$ cat config.mk
export PLATFORM = sky130hd
export DESIGN_NAME = order_uart_tx
export DESIGN_NICKNAME = d
export VERILOG_FILES = /design/src/rtl/hft_pkg.sv /design/src/rtl/uart_byte_tx.sv /design/src/rtl/order_uart_tx.sv
export SDC_FILE = /design/constraint.sdc
export NUM_CORES = 1
export LEC_CHECK = 0
export CORE_ASPECT_RATIO = 0.7
export CORE_MARGIN = 1
export CORE_UTILIZATION = 35
export CTS_BUF_LIST = sky130_fd_sc_hd__clkbuf_16
export DETAILED_ROUTE_END_ITERATION = 7
export GPL_TIMING_DRIVEN = 0
export PLACE_DENSITY = 0.55
export SETUP_SLACK_MARGIN = 0.2
export SKIP_LAST_GASP = 1
export SYNTH_ARGS = -nofsm -noshare
export SYNTH_HDL_FRONTEND = slang
export SYNTH_SLANG_ARGS = --single-unit
$ cat constraint.sdc
create_clock -name clk -period 4.2 [get_ports clk]
set_input_delay 0.84 -clock clk [delete_from_list [all_inputs] [get_ports clk]]
set_output_delay 0.84 -clock clk [all_outputs]
set_load 0.02 [all_outputs]
$ cat src/rtl/hft_pkg.sv
// Shared types and constants for the HFT order transmit path.
// ORDER_TX_CHECKSUM_EN selects the 8-byte frame with trailing XOR checksum.
package hft_pkg;

  localparam logic [7:0] SYNC_BYTE_DEFAULT = 8'hA5;

  localparam int unsigned FRAME_LEN_BASE = 7;
  localparam int unsigned FRAME_LEN_CSUM = 8;
`ifdef ORDER_TX_CHECKSUM_EN
  localparam int unsigned FRAME_LEN = FRAME_LEN_CSUM;
`else
  localparam int unsigned FRAME_LEN = FRAME_LEN_BASE;
`endif

  // Wide enough to hold FRAME_LEN itself (one past the last byte index).
  localparam int unsigned IDX_W = 4;

  typedef enum logic [2:0] {
    ST_IDLE,
    ST_LOAD,
    ST_SEND,
    ST_WAIT,
    ST_DONE
  } framer_state_e;

  typedef struct packed {
    logic [7:0]  addr;
    logic [7:0]  buysell;
    logic [31:0] timestamp;
  } order_t;

endpackage

$ cat src/rtl/uart_byte_tx.sv
// UART byte serializer: start bit, 8 data bits LSB first, stop bit.
// Holds one pending byte so the next start bit follows the stop bit with no gap.
module uart_byte_tx #(
  parameter int unsigned CLKS_PER_BIT = 434
) (
  input  logic       clk,
  input  logic       reset,
  input  logic [7:0] byte_in,
  input  logic       byte_dv,
  output logic       tx,
  output logic       byte_done,
  output logic       active
);

  localparam int unsigned     CNT_W     = (CLKS_PER_BIT > 2) ? $clog2(CLKS_PER_BIT) : 1;
  localparam logic [CNT_W-1:0] BAUD_LAST = CNT_W'(CLKS_PER_BIT - 1);
  localparam logic [CNT_W-1:0] BAUD_PRE  = CNT_W'(CLKS_PER_BIT - 2);
  localparam logic [3:0]       STOP_IDX  = 4'd9;

  logic [CNT_W-1:0] baud_cnt;
  logic [3:0]       bit_idx;
  logic [8:0]       shifter;
  logic             pend_valid;
  logic [7:0]       pend_byte;

  logic       bit_end_c;
  logic       stop_end_c;
  logic       load_c;
  logic [7:0] load_byte_c;

  always_comb begin
    bit_end_c   = active && (baud_cnt == BAUD_LAST);
    stop_end_c  = bit_end_c && (bit_idx == STOP_IDX);
    load_c      = (!active && byte_dv) || (stop_end_c && pend_valid);
    load_byte_c = active ? pend_byte : byte_in;
  end

  // byte_done is registered one cycle early so it is high in the last stop-bit cycle.
  always_ff @(posedge clk) begin
    if (reset) begin
      tx         <= 1'b1;
      byte_done  <= 1'b0;
      active     <= 1'b0;
      baud_cnt   <= '0;
      bit_idx    <= '0;
      shifter    <= '0;
      pend_valid <= 1'b0;
      pend_byte  <= '0;
    end else begin
      byte_done <= active && (bit_idx == STOP_IDX) && (baud_cnt == BAUD_PRE);
      if (active && byte_dv) begin
        pend_valid <= 1'b1;
        pend_byte  <= byte_in;
      end
      if (load_c) begin
        active   <= 1'b1;
        tx       <= 1'b0;
        shifter  <= {1'b1, load_byte_c};
        bit_idx  <= '0;
        baud_cnt <= '0;
        if (active) pend_valid <= 1'b0;
      end else if (stop_end_c) begin
        active   <= 1'b0;
        tx       <= 1'b1;
        bit_idx  <= '0;
        baud_cnt <= '0;
      end else if (bit_end_c) begin
        tx       <= shifter[0];
        shifter  <= {1'b0, shifter[8:1]};
        bit_idx  <= bit_idx + 4'd1;
        baud_cnt <= '0;
      end else if (active) begin
        baud_cnt <= baud_cnt + CNT_W'(1);
      end
    end
  end

endmodule

$ cat src/rtl/order_uart_tx.sv
// Order framer: captures one order and sends SYNC, addr, buysell, timestamp[31:0]
// over UART; ORDER_TX_CHECKSUM_EN appends the XOR checksum of bytes 1..6.
module order_uart_tx
  import hft_pkg::*;
#(
  parameter int unsigned CLKS_PER_BIT = 434,
  parameter logic [7:0]  SYNC_BYTE    = SYNC_BYTE_DEFAULT
) (
  input  logic        clk,
  input  logic        reset,
  input  logic [7:0]  tx_addr,
  input  logic [7:0]  tx_buysell,
  input  logic [31:0] tx_timestamp,
  input  logic        tx_dv,
  output logic        tx_busy,
  output logic        tx,
  output logic        frame_done,
  output logic [7:0]  drop_cnt
);

  localparam logic [IDX_W-1:0] FRAME_END = IDX_W'(FRAME_LEN);

  framer_state_e    state, state_nxt;
  order_t           frame;
  logic [IDX_W-1:0] idx, idx_nxt;
  logic             tail, tail_nxt;
  logic             accept_c;
  logic             byte_dv_c;
  logic [7:0]       byte_c;
  logic             byte_done;
  logic             ser_active;
`ifdef ORDER_TX_CHECKSUM_EN
  logic [7:0]       csum;
`endif

  // idx is the next byte to hand over; tail marks that only the final byte is left on the wire.
  always_comb begin
    state_nxt = state;
    idx_nxt   = idx;
    tail_nxt  = tail;
    accept_c  = 1'b0;
    byte_dv_c = 1'b0;
    case (state)
      ST_IDLE, ST_DONE: begin
        state_nxt = ST_IDLE;
        if (tx_dv) begin
          accept_c  = 1'b1;
          state_nxt = ST_LOAD;
          idx_nxt   = '0;
          tail_nxt  = 1'b0;
        end
      end
      // SYNC is constant, so it launches while the checksum is folded.
      ST_LOAD: begin
        byte_dv_c = 1'b1;
        idx_nxt   = IDX_W'(1);
        state_nxt = ST_SEND;
      end
      ST_SEND: begin
        byte_dv_c = 1'b1;
        idx_nxt   = idx + IDX_W'(1);
        state_nxt = ST_WAIT;
      end
      ST_WAIT: begin
        if (byte_done) begin
          if (idx != FRAME_END) state_nxt = ST_SEND;
          else if (tail)        state_nxt = ST_DONE;
          else                  tail_nxt  = 1'b1;
        end
      end
      default: state_nxt = ST_IDLE;
    endcase
  end

  always_comb begin
    byte_c = SYNC_BYTE;
    case (idx)
      IDX_W'(1): byte_c = frame.addr;
      IDX_W'(2): byte_c = frame.buysell;
      IDX_W'(3): byte_c = frame.timestamp[31:24];
      IDX_W'(4): byte_c = frame.timestamp[23:16];
      IDX_W'(5): byte_c = frame.timestamp[15:8];
      IDX_W'(6): byte_c = frame.timestamp[7:0];
`ifdef ORDER_TX_CHECKSUM_EN
      IDX_W'(7): byte_c = csum;
`endif
      default:   byte_c = SYNC_BYTE;
    endcase
  end

  always_ff @(posedge clk) begin
    if (reset) begin
      state      <= ST_IDLE;
      idx        <= '0;
      tail       <= 1'b0;
      tx_busy    <= 1'b0;
      frame_done <= 1'b0;
    end else begin
      state      <= state_nxt;
      idx        <= idx_nxt;
      tail       <= tail_nxt;
      tx_busy    <= (state_nxt == ST_LOAD) || (state_nxt == ST_SEND) || (state_nxt == ST_WAIT);
      frame_done <= (state_nxt == ST_DONE);
    end
  end

  // Inputs are latched only on the accepting edge; later bus activity is ignored.
  always_ff @(posedge clk) begin
    if (reset) begin
      frame    <= '0;
      drop_cnt <= '0;
`ifdef ORDER_TX_CHECKSUM_EN
      csum     <= '0;
`endif
    end else begin
      if (accept_c) begin
        frame.addr      <= tx_addr;
        frame.buysell   <= tx_buysell;
        frame.timestamp <= tx_timestamp;
      end
      if (tx_dv && tx_busy && (drop_cnt != 8'hFF)) drop_cnt <= drop_cnt + 8'd1;
`ifdef ORDER_TX_CHECKSUM_EN
      if (state == ST_LOAD) begin
        csum <= frame.addr ^ frame.buysell ^ frame.timestamp[31:24] ^
                frame.timestamp[23:16] ^ frame.timestamp[15:8] ^ frame.timestamp[7:0];
      end
`endif
    end
  end

  // An idle framer must never find the serializer still shifting.
  always_ff @(posedge clk) begin
    if (!reset && (state == ST_IDLE)) assert (!ser_active);
  end

  uart_byte_tx #(
    .CLKS_PER_BIT(CLKS_PER_BIT)
  ) u_uart_byte_tx (
    .clk      (clk),
    .reset    (reset),
    .byte_in  (byte_c),
    .byte_dv  (byte_dv_c),
    .tx       (tx),
    .byte_done(byte_done),
    .active   (ser_active)
  );

endmodule
# Yosys cells after proc, flatten, opt, wreduce, memory -nomap -nowiden
# Cells that the tools add are included.
[totals] wordCells=97 out_inout_bits=11 reg_bits=100 input_bits=51
[op_classes] eq_ne=23 n_reduce_logical=26 mux=27 n_addsub=4
[ops] op="$pmux W8 S6" count=1
[ops] op="$mux W9" count=3
[ops] op="$eq A9 B9 Y1 const B" count=2
[ops] op="$mux W1" count=15
[ops] op="$eq A3 B2 Y1 const B" count=4
[ops] op="$eq A4 B3 Y1 const B" count=3
[ops] op="$pmux W3 S4" count=1
[ops] op="$pmux W4 S3" count=1
[ops] op="$add A9 B1 Y9 const B" count=1
[ops] op="$logic_and A1 B1 Y1" count=9
[ops] op="$mux W3" count=3
[ops] op="$add A4 B1 Y4 const B" count=2
[ops] op="$add A8 B1 Y8 const B" count=1
[ops] op="$eq A4 B2 Y1 const B" count=2
[ops] op="$mux W8" count=1
[ops] op="$ne A8 B8 Y1 const B" count=1
[ops] op="$eq A3 B1 Y1 const B" count=2
[ops] op="$eq A3 B3 Y1 const B" count=2
[ops] op="$ne A2 B2 Y1 const B" count=3
[ops] op="$reduce_bool A2 Y1" count=3
[ops] op="$reduce_bool A3 Y1" count=2
[ops] op="$eq A4 B1 Y1 const B" count=1
[ops] op="$eq A4 B4 Y1 const B" count=1
[ops] op="$mux W4" count=1
[ops] op="11 further kinds" count=15

# Logic depth before layout (Yosys ltp)
# Gate-level depths: netlist of the first run.
[logic_depth] depth_word=7 mapped_depth=9 ltp_nobuf=7

# By module
# Synthesis of the first run repeated with hierarchy kept, for this count alone.
[hier_totals] cells_unflattened=560 area_unflattened_um2=4549.4
[by_module_without_submodules] module="order_uart_tx" seq_area_each_um2=1321.3 cells_per_inst=372 area_per_inst_um2=2951.6 instances=1
[by_module_without_submodules] module="uart_byte_tx" seq_area_each_um2=680.7 cells_per_inst=188 area_per_inst_um2=1597.8 instances=1

# Least setup slack after synthesis of the first run
# OpenSTA, ideal clock, no wires.
[synth_timing] kind="input-to-reg" start="in reset" end="reg drop_cnt[2]" arrival_time_ns=1.678 required_time_ns=4.072 setup_time_ns=0.128 path_buffers=3 stages=4 path_slack_ns=2.395 cell_sequence="clkbuf_1 -> clkbuf_1 -> clkbuf_1 -> nor2_1"
[synth_lines] element="start: declaration" line_no="order_uart_tx.sv:10" text="input logic reset,"
[synth_lines] element="end signal: assignment" line_no="order_uart_tx.sv:121" text="if (tx_dv && tx_busy && (drop_cnt != 8'hFF)) drop_cnt <= drop_cnt + 8'd1;"
[synth_lines] element="end: declaration" line_no="order_uart_tx.sv:18" text="output logic [7:0] drop_cnt"
# No word-level cell between the ends.

# Worst setup path after layout of the first run
[layout_timing] start="in tx_dv" end="reg tail"
[layout_via] elab_chain_cells=2
[layout_lines] element="start: declaration" line_no="order_uart_tx.sv:14" text="input logic tx_dv,"
[layout_lines] element="$ne A2 B2 Y1 (no line)"
[layout_lines] element="$reduce_and A4 Y1 (no line)"
[layout_lines] element="end signal: assignment" line_no="order_uart_tx.sv:101" text="tail <= tail_nxt;"
[layout_lines] element="end: declaration" line_no="order_uart_tx.sv:26" text="logic tail, tail_nxt;"
# No other way between the ends.
# A chain may end at the register's enable or synchronous reset.

==> flow_summary_export.csv, run 1 <==
group,metric,value,unit
status,status,"finished clean",
setup_path,path_class,"primary input to register",
synth,synth_edf_count,0,
clock_network,hold_buffers,0,
cells_and_area,final_cell_mix,"119 x nand2_1, 100 x dfxtp_1, 65 x a21oi_1",
pwr,p_per_area,403.6,mW/mm^2
clock_network,cts_inserted_buffers,9,
die,initial_core_util,35.89,%
detailed_routing,drt_iter0_markers,354,
placement,dp_hpwl,8681,um
setup_path,crit_family,"buffers and inverters",
clock_network,cts_tree,"yes",
die,dieArea,0.01316,mm^2
setup_path,crit_path_start_kind,"primary input",
pwr,leakage,0.001924,uW
global_routing,grt-ovfl-total,0,
synth,synth.avg_cell_area,8.367,um^2
timing,relSlewSlack,53.09,%
synth,ys_seq_area_share,45.06,%
cells_and_area,fillCellCount,1230,
clock_network,clk_pin_slew,0.07,ns
synth,synth_nets,592,
detailed_routing,drt-wirelength-per-cell,15.22,um
detailed_routing,wl,11700,um
detailed_routing,vias,3973,
timing,period_minus_slack,2.451,ns
cells_and_area,regArea,0.002002,mm^2
synth,synth-seq-cells,100,
setup_path,path_cells,"clkdlybuf4s50_1 -> nor3b_2 -> clkbuf_1 -> nor2_1 -> nor2_1 -> nor2_1 -> nor3_1",
die,ios,62,
setup_path,cp_num_buf_inv,2,
setup_path,cp.required,4.47,ns
placement,io_buffers,60,
detailed_routing,drtAntennaViolNets,0,
synth,synth_warnings,0,
setup_path,worst-path-max-fanout,10,
cells_and_area,syn2layout_area_growth,24.67,%
timing,fin_crit_sh,58.37,%
clock_network,clock_latency,0.35,ns
cells_and_area,final_util,44.74,%
timing,holdWs,0.4570,ns
setup_path,max_stage_delay,0.57,ns
cells_and_area,final_layout_size_suffix_gt1_share,8.896,%
clock_network,post_cts_buffers,0,
hold_path,whs_endpoint,"frame[1]",
clock_network,post_cts_resized,0,
clock_network,cts_max_path_buffers,2,
timing,drv_slew,0,
setup_path,r2r-end,"u_uart_byte_tx.shifter[3]",
setup_path,cp_common_cell,"nor2_1",
global_routing,antenna_found_initial,0,
synth,synth.distinct_cells,54,
synth,syn_inst,531,
timing,finalHoldViolCount,0,
hold_path,hp-class,"register to register",
global_routing,track_usage,18.72,%
global_routing,grt_max_degree,17,
setup_path,rrSetupSlack,1.87,ns
global_routing,grt_pass1_vias,3661,
flow_run,maxCapViolations,0,
synth,synthFlopType,"dfxtp_1",
detailed_routing,drc,0,
die,rows,34,
synth,synth_area,0.004443,mm^2
clock_network,htreeDepth,3,
clock_network,clockRootBuffer,"clkbuf_16",
setup_path,crit_slowest_cell,"clkdlybuf4s50_1",
cells_and_area,postLayoutCellArea,0.005539,mm^2
timing,worst_pin_slew,0.7004,ns
detailed_routing,routed_via_density,5.166,
setup_path,endpoint_kind,"register",
die,dieHeight,96.27,um
setup_path,reg2reg_from,"idx[0]",
cells_and_area,fin_nets,663,
detailed_routing,dr.pass1.iters,5,
placement,gp_congestion,0.7852,
setup_path,reg2reg_depth,8,
setup_path,cp.arrival,2.72,ns
placement,place_area,0.005246,mm^2
timing,timing.fmax,407.9,MHz
timing,rsz0062_at_grt,"no",
hold_path,holdPathStages,2,
die,die_w,136.7,um
hold_path,hp-start,"frame[1]",
die,design.core.area,0.01238,mm^2
synth,async_reset_ff_share,0,%
global_routing,grt_first_pass_wirelength,18680,um
clock_network,cts_sinks,100,
pwr,ir_drop,0.0002063,V
timing,final-setup-viol-count,0,
cells_and_area,antenna-diode-count,0,
cells_and_area,multiInputGateArea,0.002256,mm^2
timing,fin_skew,0.007936,ns
cells_and_area,layout_commonest_cell,"nand2_1",
timing,fin_tns_setup,0,ns
==> through the flow <==
stage | instances | setup slack [ns] | power, uW
2_1_floorplan | 531 | 2.395 | 1292
3_3_place_gp | 753 | 1.459 | 1426
3_5_place_dp | 753 | 1.396 | 1432
4_1_cts | 769 | 1.753 | 2252
5_1_grt | 769 | 1.615 | 2335
6_report | 769 | 1.749 | 2235
==> Yosys cell counts (2+ instances only) <==
library cell / n / area share, %
nand2_1: 119 / 10
dfxtp_1: 100 / 45
a21oi_1: 65 / 7.3
nor2_1: 39 / 3.3
clkbuf_1: 21 / 1.8
o21ai_0: 15 / 1.7
a222oi_1: 14 / 3.2
nand3_1: 12 / 1.4
nor3_1: 11 / 1.2
buf_2: 10 / 1.1
ha_1: 10 / 2.8
inv_1: 10 / 0.84
mux2i_1: 9 / 2.0
nor2_2: 8 / 1.1
or3_1: 6 / 0.84
xnor2_1: 6 / 1.2
xor2_1: 6 / 1.2
a211oi_1: 5 / 0.84
mux2_2: 5 / 1.3
o221ai_1: 5 / 0.99
a311oi_1: 4 / 0.79
a31oi_1: 4 / 0.56
nand4_1: 4 / 0.56
nor2b_1: 4 / 0.56
a22oi_1: 3 / 0.51
o211ai_1: 3 / 0.51
a221oi_1: 2 / 0.39
and3_1: 2 / 0.28
nand2b_1: 2 / 0.28
nor4_1: 2 / 0.28
or2_2: 2 / 0.28
==> worst max path at each step <==
stage | from | to | slack [ns] | cells past startpoint
floorplan | reset | drop_cnt[2] | 2.39 | 4
finish | tx_dv | tail | 1.75 | 7
global placement | tx_dv | tail | 1.46 | 7
CTS | tx_dv | tail | 1.75 | 7
detailed placement | tx_dv | tail | 1.40 | 7
global route | tx_dv | tail | 1.62 | 7
==> flip-flops by register name (all words and copies together) (netlist names) <==
name / count
u_uart_byte_tx.pend_byte: 8
u_uart_byte_tx.active: 1
u_uart_byte_tx.tx: 1
u_uart_byte_tx.pend_valid: 1
u_uart_byte_tx.shifter: 9
u_uart_byte_tx.bit_idx: 4
idx: 4
frame: 48
u_uart_byte_tx.baud_cnt: 9
tail: 1
tx_busy: 1
u_uart_byte_tx.byte_done: 1
frame_done: 1
state: 3
drop_cnt: 8
==> power by group <==
part | total (uW) | switching (uW) | leakage [uW] | internal (uW)
clock | 823 | 365 | 0.000139 | 459
sequential | 1060 | 43.6 | 0.000816 | 1010
combinational | 355 | 207 | 0.000969 | 148
total | 2240 | 616 | 0.00192 | 1620
==> area by class of cell <==
cell class / instances / share of cell area (%)
multi-input combinational: 388 / 40.73
sequential: 100 / 36.14
timing repair buffer: 60 / 10.84
clock buffer: 9 / 4.066
tap: 162 / 3.659
buffer: 33 / 2.665
clock inverter: 7 / 1.220
inverter: 10 / 0.6777
==> layer usage <==
layer  global-route usage, %  share of wire, %  up-vias
li1                        -                 -     2002
met1                   27.93                53     1870
met2                   26.61                41       92
met3                   4.160               5.6        9
met4                   4.815              0.84        0
met5                       0                 0        -
==> worst min-delay path, delay by kind of cell, from the launching register on <==
family          cells  cell delay, ns
compound gates      1            0.05
flops               1            0.31
simple gates        1            0.05
==> logic make-up (layout without fill, tap and decap cells) <==
group / Yosys count / after routing / synth area share, %
compound gates: 127 / 127 / 18.30
xor+xnor: 13 / 13 / 2.732
fa+ha+maj: 10 / 10 / 2.816
buf+inv: 43 / 119 / 4.168
flops: 100 / 100 / 45.06
mux: 14 / 14 / 3.295
simple gates: 224 / 224 / 23.63
Power figures use the tool's default switching activity.
==> run 2: changes to the inputs <==
- clock period: 4.2 -> 2.3 ns (I/O delays scaled with it)
==> run 2 against run 1 <==
First-iteration DRC count is 19% lower. Critical endpoint is now u_uart_byte_tx.shifter[3]. Critical path type is now register to register. Non-clock buffer count is 1 higher. Highest routed layer unchanged. Combinational power is 88% higher. Clock skew is 0.0021 ns lower. Register-to-register slack worse by 1.7 ns. Worst hold slack better by 0.00057 ns.
==> flow_summary_export.csv, run 2 (synthesized netlist as in run 1, its figures left out) <==
group,metric,value,unit
global_routing,met1_usage,27.79,%
placement,dp_hpwl,8681,um
clock_network,cts_inserted_buffers,9,
setup_path,endpoint_kind,"register",
clock_network,cts_tree,"yes",
cells_and_area,final_layout_size_suffix_gt1_share,10.69,%
status,status,"finished clean",
setup_path,rrSetupSlack,0.21,ns
detailed_routing,drt_iter0_markers,286,
global_routing,grt-ovfl-total,0,
placement,gp_congestion,0.7852,
timing,finalHoldViolCount,0,
clock_network,cts_sinks,100,
pwr,leakage,0.001942,uW
setup_path,cp.arrival,2.33,ns
cells_and_area,syn2layout_area_growth,26.19,%
placement,io_buffers,60,
global_routing,grt_first_pass_wirelength,18720,um
setup_path,crit_end,"u_uart_byte_tx.shifter[3]",
pwr,p_per_area,730.5,mW/mm^2
pwr,ir_drop,0.0003498,V
timing,final-setup-viol-count,0,
clock_network,clock_latency,0.35,ns
clock_network,hold_buffers,0,
setup_path,crit_path_start_kind,"register",
cells_and_area,largestRegisters,"frame (48), u_uart_byte_tx.baud_cnt (9), u_uart_byte_tx.shifter (9)",
pwr,combinationalPowerShare,16.3,%
detailed_routing,drc,0,
setup_path,cp.required,2.54,ns
die,rows,34,
die,design.core.area,0.01238,mm^2
setup_path,crit_start,"idx[0]",
setup_path,worst-path-max-fanout,10,
pwr,switching_power,1129,uW
timing,drv_slew,0,
detailed_routing,wl,11780,um
cells_and_area,layout_commonest_cell,"nand2_1",
timing,holdWs,0.4576,ns
timing,timing.fmax,478.4,MHz
detailed_routing,routed_via_density,5.190,
placement,place_area,0.005246,mm^2
global_routing,grtUsageMet3,4.160,%
detailed_routing,drt-wirelength-per-cell,15.29,um
detailed_routing,drtAntennaViolNets,0,
hold_path,hp-class,"register to register",
cells_and_area,antenna-diode-count,0,
detailed_routing,dr.pass1.iters,6,
global_routing,grt_pass1_vias,3668,
pwr,p_clk_share,36.5,%
cells_and_area,fin_nets,664,
cells_and_area,largest_reg_flops,48,
setup_path,path_class,"register to register",
pwr,p_sw_share,27.56,%
timing,fin_skew,0.005860,ns
clock_network,cts_max_path_buffers,2,
global_routing,grt_max_degree,17,
flow_run,maxCapViolations,0,
clock_network,clk_pin_slew,0.07,ns
pwr,p_int,2967,uW
pwr,p_seq_share,47.2,%
timing,period_minus_slack,2.090,ns
global_routing,track_usage,18.78,%
detailed_routing,vias,3996,
timing,worst_pin_slew,0.6043,ns
timing,fin_crit_sh,90.89,%
setup_path,r2r-end,"u_uart_byte_tx.shifter[3]",
clock_network,clockRootBuffer,"clkbuf_16",
setup_path,reg2reg_from,"idx[0]",
global_routing,met2_usage,26.99,%
pwr,p_total,4096,uW
timing,relSlewSlack,59.72,%
cells_and_area,final_cell_mix,"119 x nand2_1, 98 x dfxtp_1, 64 x a21oi_1",
timing,rsz0062_at_grt,"yes",
die,die_w,136.7,um
setup_path,reg2reg_depth,7,
die,ios,62,
die,initial_core_util,35.89,%
die,dieArea,0.01316,mm^2
global_routing,antenna_found_initial,0,
clock_network,htreeDepth,3,
die,dieHeight,96.27,um
cells_and_area,largest_register,"frame",
cells_and_area,postLayoutCellArea,0.005607,mm^2
global_routing,busiest_layer,"met1",
## run 2: changes by cell type in the layout (fill, tap and decap cells not counted), moves of 2 or more
cell      previous run  this run
a211oi_1             5         3
a211oi_2             0         2
buf_2               10         7
buf_6                1         4
dfxtp_1            100        98
ha_1                10         8
ha_2                 0         2
## run 2: cell type report
class	instances	area, um^2
multi-input combinational	388	2291
fill	1226	6773
buffer	33	167.7
inverter	10	37.54
timing repair buffer	61	608.1
clock inverter	7	67.56
sequential	100	2007
clock buffer	9	225.2
tap	162	202.7
## run 2: routing by layer
layer / vias to the layer above / routed length, um
li1: 2010 / -
met1: 1878 / 6144
met2: 97 / 4804
met3: 11 / 713
met4: 0 / 114
met5: - / 0
## run 2: worst min-delay path by stage
| stage | from | end | slack [ns] | depth (start not counted) |
|---|---|---|---|---|
| 3_5_place_dp | frame[1] | frame[1] | 0.45 | 2 |
| 5_1_grt | frame[1] | frame[1] | 0.47 | 2 |
| 4_1_cts | frame[1] | frame[1] | 0.46 | 2 |
| 3_3_place_gp | frame[45] | frame[45] | 0.44 | 2 |
| 2_1_floorplan | frame[9] | frame[9] | 0.43 | 2 |
| 6_report | frame[8] | frame[8] | 0.46 | 2 |
## run 2: critical path, cell delays in order, from the launching register on
cell      delay [ns]
dfxtp_4         0.35
buf_4           0.14
ha_2            0.24
buf_2           0.22
a222oi_1        0.55
a211oi_2        0.21
a21oi_2         0.21
nor2_1          0.06
## run 2: stage by stage
stage / setup TNS, ns / instances / setup slack, ns / utilization (%)
CTS: 0 / 770 / 0.2319 / 45.08
global route: 0 / 770 / 0.1615 / 45.29
finish: 0 / 770 / 0.2095 / 45.29
detailed placement: -0.3490 / 753 / -0.1236 / 42.38
floorplan: 0 / 531 / 0.5038 / -
global placement: -0.1185 / 753 / -0.06141 / 42.38
## run 2: power groups by stage
stage / Combinational [uW] / Clock, uW / Sequential, uW
2_1_floorplan: 407 / 0 / 1950
3_3_place_gp: 638 / 0 / 1970
3_5_place_dp: 646 / 0 / 1970
4_1_cts: 662 / 1530 / 1930
5_1_grt: 739 / 1600 / 1940
6_report: 668 / 1500 / 1930
## run 2: repair_timing
action,4_1_cts,5_1_grt
pin swaps,3,3
endpoints found under the hold margin,0,0
setup buffers,1,0
resized for setup,10,10
endpoints found under the setup margin,7,13
==> variant (config.mk and constraints of run 2) <==
Build with the macro `ORDER_TX_CHECKSUM_EN` defined.
--- a/src/rtl/hft_pkg.sv
+++ b/src/rtl/hft_pkg.sv
@@ -2,2 +2,4 @@
 // ORDER_TX_CHECKSUM_EN selects the 8-byte frame with trailing XOR checksum.
+`define ORDER_TX_CHECKSUM_EN
+
 package hft_pkg;
Behaviour: no difference found for any inputs over 10 cycles, from zero or initial values and one cycle with reset high; that may be too few to reach the edited logic, so the function may still have changed.
==> variant against run 2 <==
Setup slack better by 0.051 ns; critical path type unchanged; final cell count rose by 16%; sequential share of layout area down 1.7 points; global-route usage increased by 0.91 points; sequential cell count grew 8; total power increased by 10%; cell area is 14% higher; wire length increased by 22%; non-clock buffer count increased by 8; via count up 14%; synthesized area increased by 17%.
==> variant: results <==
metrics = {
    "status": {
        "outcome": "completed",
    },
    "final_layout": {
        "top_regs": "frame (48), u_uart_byte_tx.baud_cnt (9), u_uart_byte_tx.shifter (9)",
        "antenna_cells": 0,
        "fin_cells": 893,
        "fin_nets": 759,
        "drive_above_1_share_pct": 9.53,
    },
    "synth": {
        "synth-async-reset-ratio_pct": 0,
        "syn_inst": 627,
        "synth_edf_count": 0,
        "synth_common_cells": "nand2_1 (132), dfxtp_1 (108), a21oi_1 (73)",
        "yosysWarnings": 0,
        "synth_ff_type": "dfxtp_1",
        "synth_fp_nets": 688,
        "synth_area_leaders": "dfxtp_1 (42%), nand2_1 (9.5%), xnor2_1 (7.7%), a21oi_1 (7.0%), nor2_1 (3.2%)",
        "yosysSeqAreaShare_pct": 41.6,
        "ys_types": 57,
    },
    "setup_path": {
        "worstPathMaxFanout": 10,
        "cpPeakStageDelay_ns": 0.48,
        "slowest_stage": "dfxtp_1",
        "path_delay_family": "compound AO/OA/AOI/OAI gates",
        "cp.arrival_ns": 2.26,
    },
    "placed_design": {
        "dpl.hpwl_mm": 10.9,
        "port_buffers": 60,
        "placed_area_mm2": 0.00604,
        "place.gp.congestion": 0.876,
        "place_ws_ns": -0.0456,
        "placed_cells": 877,
    },
    "cts": {
        "cts-resized-gates": 6,
        "clkLatencyLatePin_ns": 0.35,
        "cts_max_level": 3,
        "cts_buffers": 9,
        "cts-root-buf": "clkbuf_16",
        "clock_path_buffers": 2,
        "post_cts_buffers": 0,
        "clk_pin_slew_ns": 0.08,
    },
    "route": {
        "drt_iter0_markers": 252,
        "wl_mm": 14.4,
        "drt-pass1-iter-count": 5,
        "vias": 4560,
    },
    "grt": {
        "grt_overflow": 0,
        "grt_pass1_vias": 4311,
        "grt_usage_pct": 19.7,
        "antenna_found_initial": 0,
        "grt_max_degree": 19,
        "grt_pass1_wl_mm": 23.7,
    },
    "power_and_ir_drop": {
        "p_leak_nw": 2.13,
        "irDropWorstVdd_mv": 0.373,
        "switching_share_pct": 30.1,
    },
    "timing": {
        "setup_viol": 0,
        "finClkSkew_ns": 0.00786,
        "slew_headroom_pct": 52.2,
    },
    "worst_hold_path": {
        "hp-class": "reg -> reg",
    },
}
variant: cell types whose count changed after synthesis, sizes merged, moves of 6 or more:
cell	run 2	this run
dfxtp	100	108
xnor2	7	46
nand2	119	132
a21oi	66	74
a22oi	3	11
a211oi	5	11
a222oi	14	5
variant: cell type report:
cell class,instances,area [um2]
clock inverter,7,52.6
multi-input combinational,470,2840
timing repair buffer,60,601
inverter,7,26.3
clock buffer,9,225
fill,1429,7820
buffer,42,216
tap,190,238
sequential,108,2170
variant: logic make-up (layout without fill, tap and decap cells):
kind of cell	Yosys count	count (layout)	synth area share, %
compound gates	143	143	18.2
xor+xnor	56	56	9.43
fa+ha+maj	10	10	2.41
buf+inv	49	125	4.43
flops	108	108	41.6
mux	8	8	1.64
simple gates	253	253	22.3
variant: final timing paths:
kind | end | startpoint | slack [ns] | cells after the start
worst max-delay path | u_uart_byte_tx.shifter[2] | idx[2] | 0.26 | 6
worst min-delay path | u_uart_byte_tx.pend_byte[6] | u_uart_byte_tx.pend_byte[6] | 0.46 | 2
worst max register to register | u_uart_byte_tx.shifter[2] | idx[2] | 0.26 | 6
worst min register to register | u_uart_byte_tx.pend_byte[6] | u_uart_byte_tx.pend_byte[6] | 0.46 | 2
variant: per-layer routing:
layer	vias up	share of wire, %	track usage, %
met2	133	38	26.8
met1	2124	56	31.4
met5	-	0	0
li1	2296	-	-
met3	7	5.5	3.60
met4	0	0.69	3.76
variant: power groups by stage:
stage               Clock (mW)  Sequential (mW)  Combinational [mW]
floorplan                    0             2.13               0.619
global placement             0             2.16               0.876
detailed placement           0             2.17               0.891
CTS                       1.50             2.12               0.901
global route              1.60             2.15                1.01
finish                    1.47             2.13               0.911
